`config.mk`:
```
export PLATFORM = sky130hd
export DESIGN_NAME = mod_counter_ud
export DESIGN_NICKNAME = d
export VERILOG_FILES = /design/src/rtl/mod_counter_ud.sv
export SDC_FILE = /design/constraint.sdc
export NUM_CORES = 1
export LEC_CHECK = 0
export ABC_AREA = 1
export BUFFER_PORTS_ARGS = -buffer_cell sky130_fd_sc_hd__buf_2
export CORE_MARGIN = 2
export CORE_UTILIZATION = 44
export CTS_CLUSTER_DIAMETER = 100
export DETAILED_ROUTE_END_ITERATION = 7
export GPL_TIMING_DRIVEN = 0
export PLACE_DENSITY = 0.66
export SLEW_MARGIN = 20
export SYNTH_ARGS = -nofsm -noshare
export SYNTH_HDL_FRONTEND = slang
export SYNTH_SLANG_ARGS = --single-unit
export TNS_END_PERCENT = 100
```
`constraint.sdc`:
```
create_clock -name ck -period 1.97 [get_ports ck]
set_input_delay 0.2955 -clock ck [delete_from_list [all_inputs] [get_ports ck]]
set_output_delay 0.2955 -clock ck [all_outputs]
set_load 0.02 [all_outputs]
```
`src/rtl/mod_counter_ud.sv`:
```
// Parametrised modulo-N up/down counter updating on the falling edge of ck.
// Optional wrap event counter port enabled by defining MOD_COUNTER_WRAPCNT_EN.
module mod_counter_ud #(
    parameter int WIDTH   = 5,
    parameter int MODULUS = 21
) (
    input  logic             ck,
    input  logic             rs,
    input  logic             en,
    input  logic             up_dn,
    input  logic             clr,
    input  logic             ld,
    input  logic [WIDTH-1:0] d,
    input  logic             os,
    output logic [WIDTH-1:0] q,
    output logic             tc,
    output logic             wrap,
`ifdef MOD_COUNTER_WRAPCNT_EN
    output logic [7:0]       wrap_cnt,
`endif
    output logic             done
);

    localparam int               MAX_INT = MODULUS - 1;
    localparam logic [WIDTH:0]   MOD_W   = MODULUS[WIDTH:0];
    localparam logic [WIDTH-1:0] MAX_VAL = MAX_INT[WIDTH-1:0];
    localparam logic [WIDTH-1:0] ONE     = {{(WIDTH-1){1'b0}}, 1'b1};

    logic [WIDTH-1:0] q_q, q_d;
    logic             wrap_q, wrap_d;
    logic             done_q, done_d;
    logic             at_terminal;
    logic             q_in_range;
    logic             d_in_range;

    assign at_terminal = up_dn ? (q_q == MAX_VAL) : (q_q == '0);
    // The extra top bit lets MODULUS = 2**WIDTH compare without overflow.
    assign q_in_range  = ({1'b0, q_q} < MOD_W);
    assign d_in_range  = ({1'b0, d} < MOD_W);

    always_comb begin
        q_d    = q_q;
        done_d = done_q;
        wrap_d = 1'b0;
        if (clr) begin
            q_d    = '0;
            done_d = 1'b0;
        end else if (ld) begin
            q_d    = d_in_range ? d : '0;
            done_d = 1'b0;
        end else if (en) begin
            if (!q_in_range) begin
                q_d = '0;
            end else if (os) begin
                // One-shot freezes once terminal is reached, even if direction later flips.
                if (done_q) begin
                    q_d = q_q;
                end else if (at_terminal) begin
                    done_d = 1'b1;
                end else begin
                    q_d = up_dn ? (q_q + ONE) : (q_q - ONE);
                end
            end else if (up_dn) begin
                if (q_q == MAX_VAL) begin
                    q_d    = '0;
                    wrap_d = 1'b1;
                end else begin
                    q_d = q_q + ONE;
                end
            end else begin
                if (q_q == '0) begin
                    q_d    = MAX_VAL;
                    wrap_d = 1'b1;
                end else begin
                    q_d = q_q - ONE;
                end
            end
        end
    end

    always_ff @(negedge ck or negedge rs) begin
        if (!rs) begin
            q_q    <= '0;
            wrap_q <= 1'b0;
            done_q <= 1'b0;
        end else begin
            q_q    <= q_d;
            wrap_q <= wrap_d;
            done_q <= done_d;
        end
    end

    assign q    = q_q;
    assign tc   = at_terminal;
    assign wrap = wrap_q;
    assign done = done_q;

`ifdef MOD_COUNTER_WRAPCNT_EN
    logic [7:0] wrap_cnt_q, wrap_cnt_d;

    // Saturates at 255; load deliberately leaves the count intact.
    always_comb begin
        wrap_cnt_d = wrap_cnt_q;
        if (clr) begin
            wrap_cnt_d = '0;
        end else if (wrap_d && (wrap_cnt_q != 8'hFF)) begin
            wrap_cnt_d = wrap_cnt_q + 8'd1;
        end
    end

    always_ff @(negedge ck or negedge rs) begin
        if (!rs) begin
            wrap_cnt_q <= '0;
        end else begin
            wrap_cnt_q <= wrap_cnt_d;
        end
    end

    assign wrap_cnt = wrap_cnt_q;
`endif

endmodule

```
# After elaboration in Yosys (flattened, before gate mapping)
# Cells that the tools add are included.
totals:
  register_bits: 7
  input_bits: 12
  output_inout_bits: 8
  word_cells: 44
classes:
  add_sub_neg: 2
  magnitude_cmp: 2
  n_eq_ne: 3
  n_mux: 28
  reduce_logical: 6
op_table:
  columns: ["op", "count"]
  rows:
  - ["$mux W5", 12]
  - ["$mux W1", 16]
  - ["$lt A5 B5 Y1 const B", 2]
  - ["$ne A5 B5 Y1 const B", 2]
  - ["$reduce_bool A3 Y1", 3]
  - ["$reduce_and A3 Y1", 2]
  - ["$add A5 B1 Y5 const B", 1]
  - ["$eq A5 B5 Y1 const B", 1]
  - ["$logic_not A5 Y1", 1]
  - ["$sub A5 B1 Y5 const B", 1]

# Longest topological paths before layout
# Gate-level depths: netlist (run 1).
depth:
  word_depth: 9
  depth_mapped: 11
  mapped_depth_nobuf: 11

==> flow_metrics.tcl, run 1 <==
set metrics [dict create \
    outcome "complete, but fails checks" \
    failed_checks "negative setup slack" \
    cpMostUsedCell "inv_2" \
    ir_drop_mv 0.371 \
    dpl.hpwl_um 1430 \
    tightest_slew_ns 0.238 \
    slew_viol_final 0 \
    syn_nets 136 \
    drt_drc_violations_left 0 \
    drive_gt1_share_pct 44.4 \
    cts_tree "done" \
    core_area_mm2 0.00169 \
    diodes 0 \
    yosysSeqAreaShare_pct 22.6 \
    path_clk_slew_ns 0.04 \
    grt_pass1_wl_um 3690 \
    clk_latency_ns 0.26 \
    finalNonFillerCells 179 \
    synth_cell_types 22 \
    critical_path.max_stage_delay_ns 0.37 \
    htree_levels 1 \
    timing.final.ws_setup_ns -0.637 \
    start_util_pct 45.9 \
    wl_um 2330 \
    use_met3_pct 2.78 \
    arrival_ns 2.31 \
    finClkSkew_ns 0.00207 \
    chipHeight_um 46.0 \
    power_density_mw_per_mm2 594 \
    leakage_nw 0.657 \
    path_cells "inv_2 -> ha_4 -> inv_2 -> nor2_4 -> nand3_4 -> nand2_4 -> buf_6" \
    crit_path_top_delay_cell "dfrtn_1" \
    area_delta_synth_final_pct 57.4 \
    relSlewSlack_pct 84.1 \
    grt_max_degree 11 \
    final_nets 178 \
    viasPerCell 5.00 \
    numCtsBuffers 3 \
    placedCellCount 157 \
    synth_cells 121 \
    fin_hold_ws_ns 0.594 \
    place.port_buffers 19 \
    cts.sinks 7 \
    cts_root_buf "clkbuf_4" \
    first_global_vias 811 \
    rsz0062_at_grt "yes" \
    syn_avg_cell_area_um2 6.40 \
    hold_viol 0 \
    drt_iter0_markers 33 \
    cp_top_family "flip-flops" \
    io-pin-count 20 \
    cp-start-kind "flip-flop" \
    wl_per_cell_um 13.0 \
    row_count 15 \
    num_vias 895 \
    antenna_left 0 \
    hp-class "flip-flop to flip-flop" \
    setup_violations 13 \
    met1_usage_pct 34.4 \
    end_kind "primary output" \
    grt_util_all_layers_pct 24.0 \
    global_route.peak_usage_layer "met2" \
    synth-seq-cells 7 \
    cp_num_buf_inv 3 \
    critPathKind "flip-flop to primary output" \
    grt_util_met2_pct 38.3 \
    cts.path.max_buffers 2 \
    antenna_found_initial 0 \
    cp_max_fo 2 \
    first_pass_iters 4 \
    required_ns 1.67 \
    yosysWarnings 0 \
    mappedNetlistArea_um2 774 \
    setup_tns_ns -2.36 \
    place.gp.congestion 0.796 \
    max_cap_violations 0 \
    die_area_mm2 0.00211 \
    fp.dieW_um 46.0 \
    finalPower_uw 724 \
    grt-ovfl-total 0 \
]
## layout by cell type (no fill, tap or decap), drive strengths merged
cell type,instances
a21oi,4
buf,38
clkbuf,4
dfrtn,7
ha,3
inv,16
nand2,46
nand3,15
nand4,4
nor2,14
o21ai,7
or2,1
xnor2,1
xor2,2
## cell families after synthesis
group                    Yosys count  synth area share (%)
AO/OA/AOI/OAI                     11                  7.59
XOR/XNOR                           3                  3.39
adder cells (fa/ha/maj)            3                  4.85
buffers and inverters             18                  10.7
flip-flops                         7                  22.6
AND/OR/NAND/NOR                   79                  50.9
## state kept, by name, summed over array words and instances (netlist names)
name	flops
done	1
wrap	1
q	5
## power breakdown
part	internal (mW)	leakage [nW]	switching (mW)
logic	0.186	0.550	0.232
clock network	0.0774	0.0150	0.0539
registers	0.159	0.0926	0.0148
## synthesized netlist by cell type, drive strengths merged
cell,number,area share [%]
buf,2,2.9
nand2,45,24
nand4,4,3.2
inv,16,7.8
or2,1,1.1
o21ai,7,4.5
nor2,14,11
ha,3,4.8
xnor2,1,1.1
a21oi,4,3.1
dfrtn,7,23
xor2,2,2.3
nand3,15,12
## per-stage QoR
step                util (%)  setup WS [ns]  cell area, um^2
global placement        53.9         -0.575              911
detailed placement      53.9         -0.575              911
global route            72.1         -0.672             1220
CTS                     69.3         -0.605             1170
finish                  72.1         -0.637             1220
floorplan                  -         -0.469              795
## tightest hold or removal path: stages, from the launching register on
cell     delay, ns
dfrtn_1       0.44
inv_1         0.08
o21ai_1       0.15
## repair_timing
item                       in CTS  in global routing
resized for setup              31                 10
cloned                          1                  0
hold buffers                    0                  0
buffers inserted               16                  2
pin swaps                      12                  3
setup endpoints to repair      13                 14
## worst paths after layout
path / endpoint / slack, ns / start / cells after the start
setup / recovery: tc / -0.64 / q[1]$_DFFE_NN0P_ / 7
hold / removal: done$_DFFE_NN0P_ / 0.59 / done$_DFFE_NN0P_ / 2
setup reg to reg: q[2]$_DFFE_NN0P_ / 0.28 / q[0]$_DFFE_NN0P_ / 10
hold reg to reg: done$_DFFE_NN0P_ / 0.59 / done$_DFFE_NN0P_ / 2
max in group asynchronous: done$_DFFE_NN0P_ / 1.05 / rs / 1
min in group asynchronous: q[0]$_DFFE_NN0P_ / 0.73 / rs / 1
## final cells by class
class                   instances  area [um^2]
repair buffers                 36          299
inverters                      16         62.6
fillers                       127          470
multi-input cells              97          612
clock buffers                   4         26.3
plain buffers                   2         22.5
flip-flops and latches          7          175
well taps                      17         21.3
## routing by layer
layer / part of all wire, % / up-vias
li1: - / 466
met1: 43 / 391
met2: 51 / 38
met3: 5.8 / 0
met4: 0 / 0
met5: 0 / -
Power figures use the tool's default switching activity.
==> inputs of run 2 (changes only) <==
- REMOVE_ABC_BUFFERS: not set -> 1
- TNS_END_PERCENT: 100 -> not set
==> flow_metrics.tcl, run 2 (synthesis gave the netlist of run 1 again) <==
set metrics [dict create \
    path_clk_slew_ns 0.04 \
    grt_max_degree 10 \
    worstSetupEndpoint "tc" \
    wl_um 2310 \
    tightest_slew_ns 0.276 \
    critical_path.max_stage_delay_ns 0.36 \
    setup_tns_ns -3.21 \
    grt_util_all_layers_pct 24.0 \
    cp_num_cells 7 \
    cp_top_family "flip-flops" \
    largest_register_ffs 5 \
    wl_per_cell_um 12.6 \
    rsz0062_at_grt "yes" \
    final_nets 182 \
    relSlewSlack_pct 81.6 \
    io-pin-count 20 \
    critPathLaunch "q[1]$_DFFE_NN0P_" \
    cp-start-kind "flip-flop" \
    failed_checks "negative setup slack" \
    cpMostUsedCell "inv_2" \
    dpl.hpwl_um 1360 \
    r2r_cells 11 \
    slew_viol_final 0 \
    grt-ovfl-total 0 \
    area_delta_synth_final_pct 52.2 \
    place.port_buffers 19 \
    worst-r2r-setup-slack_ns 0.24 \
    path_cells "inv_2 -> ha_4 -> inv_2 -> nor2_4 -> nand3_2 -> nand2_2 -> buf_6" \
    finClkSkew_ns 0.00384 \
    crit_path_top_delay_cell "dfrtn_1" \
    drt_iter0_markers 23 \
    start_util_pct 45.9 \
    num_vias 952 \
    row_count 15 \
    cts_tree "done" \
    drive_gt1_share_pct 44.0 \
    ir_drop_mv 0.404 \
    cp_num_buf_inv 3 \
    diodes 0 \
    numCtsBuffers 3 \
    grt_pass1_wl_um 3620 \
    hold_buffers 0 \
    fin_hold_ws_ns 0.609 \
    core_area_mm2 0.00169 \
    finalNonFillerCells 183 \
    place.gp.congestion 0.811 \
    timing.rr.start "q[3]$_DFFE_NN0P_" \
    antenna_found_initial 0 \
    end_kind "primary output" \
    viasPerCell 5.20 \
    clk_latency_ns 0.27 \
    max_cap_violations 0 \
    cts_root_buf "clkbuf_4" \
    required_ns 1.67 \
    outcome "complete, but fails checks" \
    critPathKind "flip-flop to primary output" \
    hp-class "flip-flop to flip-flop" \
    antenna_left 0 \
    chipHeight_um 46.0 \
    setup_violations 13 \
    r2r-end "q[1]$_DFFE_NN0P_" \
    arrival_ns 2.31 \
    placedCellCount 155 \
    leakage_nw 0.669 \
    fp.dieW_um 46.0 \
    die_area_mm2 0.00211 \
    power_density_mw_per_mm2 614 \
    final_common_cell "nand2_1" \
    cp_max_fo 2 \
    drt_drc_violations_left 0 \
    hold_viol 0 \
    first_pass_iters 4 \
    first_global_vias 858 \
    timing.final.ws_setup_ns -0.631 \
    final_cell_mix "nand2_1, buf_4, buf_6" \
    cts.sinks 7 \
    htree_levels 1 \
    cts.path.max_buffers 2 \
    dp_slack_ns -0.677 \
    nFillCells 139 \
]
[run 2: worst min-delay path by stage]
stage	start	to	slack [ns]	cells past startpoint
after global placement	done$_DFFE_NN0P_	done$_DFFE_NN0P_	0.52	2
final	q[0]$_DFFE_NN0P_	q[0]$_DFFE_NN0P_	0.61	3
after floorplan	q[0]$_DFFE_NN0P_	q[0]$_DFFE_NN0P_	0.62	3
after CTS	q[0]$_DFFE_NN0P_	q[0]$_DFFE_NN0P_	0.60	3
after global routing	q[4]$_DFFE_NN0P_	q[4]$_DFFE_NN0P_	0.66	3
after detailed placement	done$_DFFE_NN0P_	done$_DFFE_NN0P_	0.54	2
[run 2: timing repair]
action / CTS / global route
pin swaps: 5 / 8
gates cloned: 1 / 0
endpoints found under the setup margin: 13 / 13
buffers inserted: 17 / 7
resized for setup: 25 / 11
[run 2: metal layers]
| metal | vias to the layer above | part of all wire [%] | global-route usage [%] |
|---|---|---|---|
| met1 | 439 | 42 | 29.3 |
| met3 | 12 | 2.9 | 3.17 |
| met2 | 26 | 51 | 38.9 |
| met4 | 0 | 3.8 | 15.4 |
| met5 | - | 0 | 0 |
| li1 | 475 | - | - |
[run 2: per-stage QoR]
| stage | utilization [%] | instance area [um^2] | power [mW] |
|---|---|---|---|
| after detailed placement | 51.4 | 868 | 0.442 |
| after floorplan | - | 752 | 0.372 |
| after global routing | 69.8 | 1180 | 0.770 |
| final | 69.8 | 1180 | 0.724 |
| after global placement | 51.4 | 868 | 0.438 |
| after CTS | 64.9 | 1100 | 0.664 |
[run 2: layout make-up]
type	instances	area (um^2)	area share [%]
Tap cell	17	21.3	1.80
Inverter	16	62.6	5.31
Multi-Input combinational cell	97	556	47.1
Sequential cell	7	175	14.9
Timing Repair Buffer	42	338	28.7
Clock buffer	4	26.3	2.23
[run 2: worst reg2reg max path, cell delays in order, from the launching register on]
cell     delay (ns)
dfrtn_1        0.43
buf_4          0.18
buf_6          0.11
buf_4          0.14
inv_2          0.07
nand3_2        0.09
a21oi_2        0.23
nand2_4        0.09
nand2_4        0.09
nor2_1         0.04
nand2_1        0.06
nand2_1        0.05
[run 2: power breakdown]
group	internal, mW	switching, mW	total (mW)
Sequential	0.159	0.0165	0.176
Clock	0.0777	0.0592	0.137
Combinational	0.193	0.219	0.411
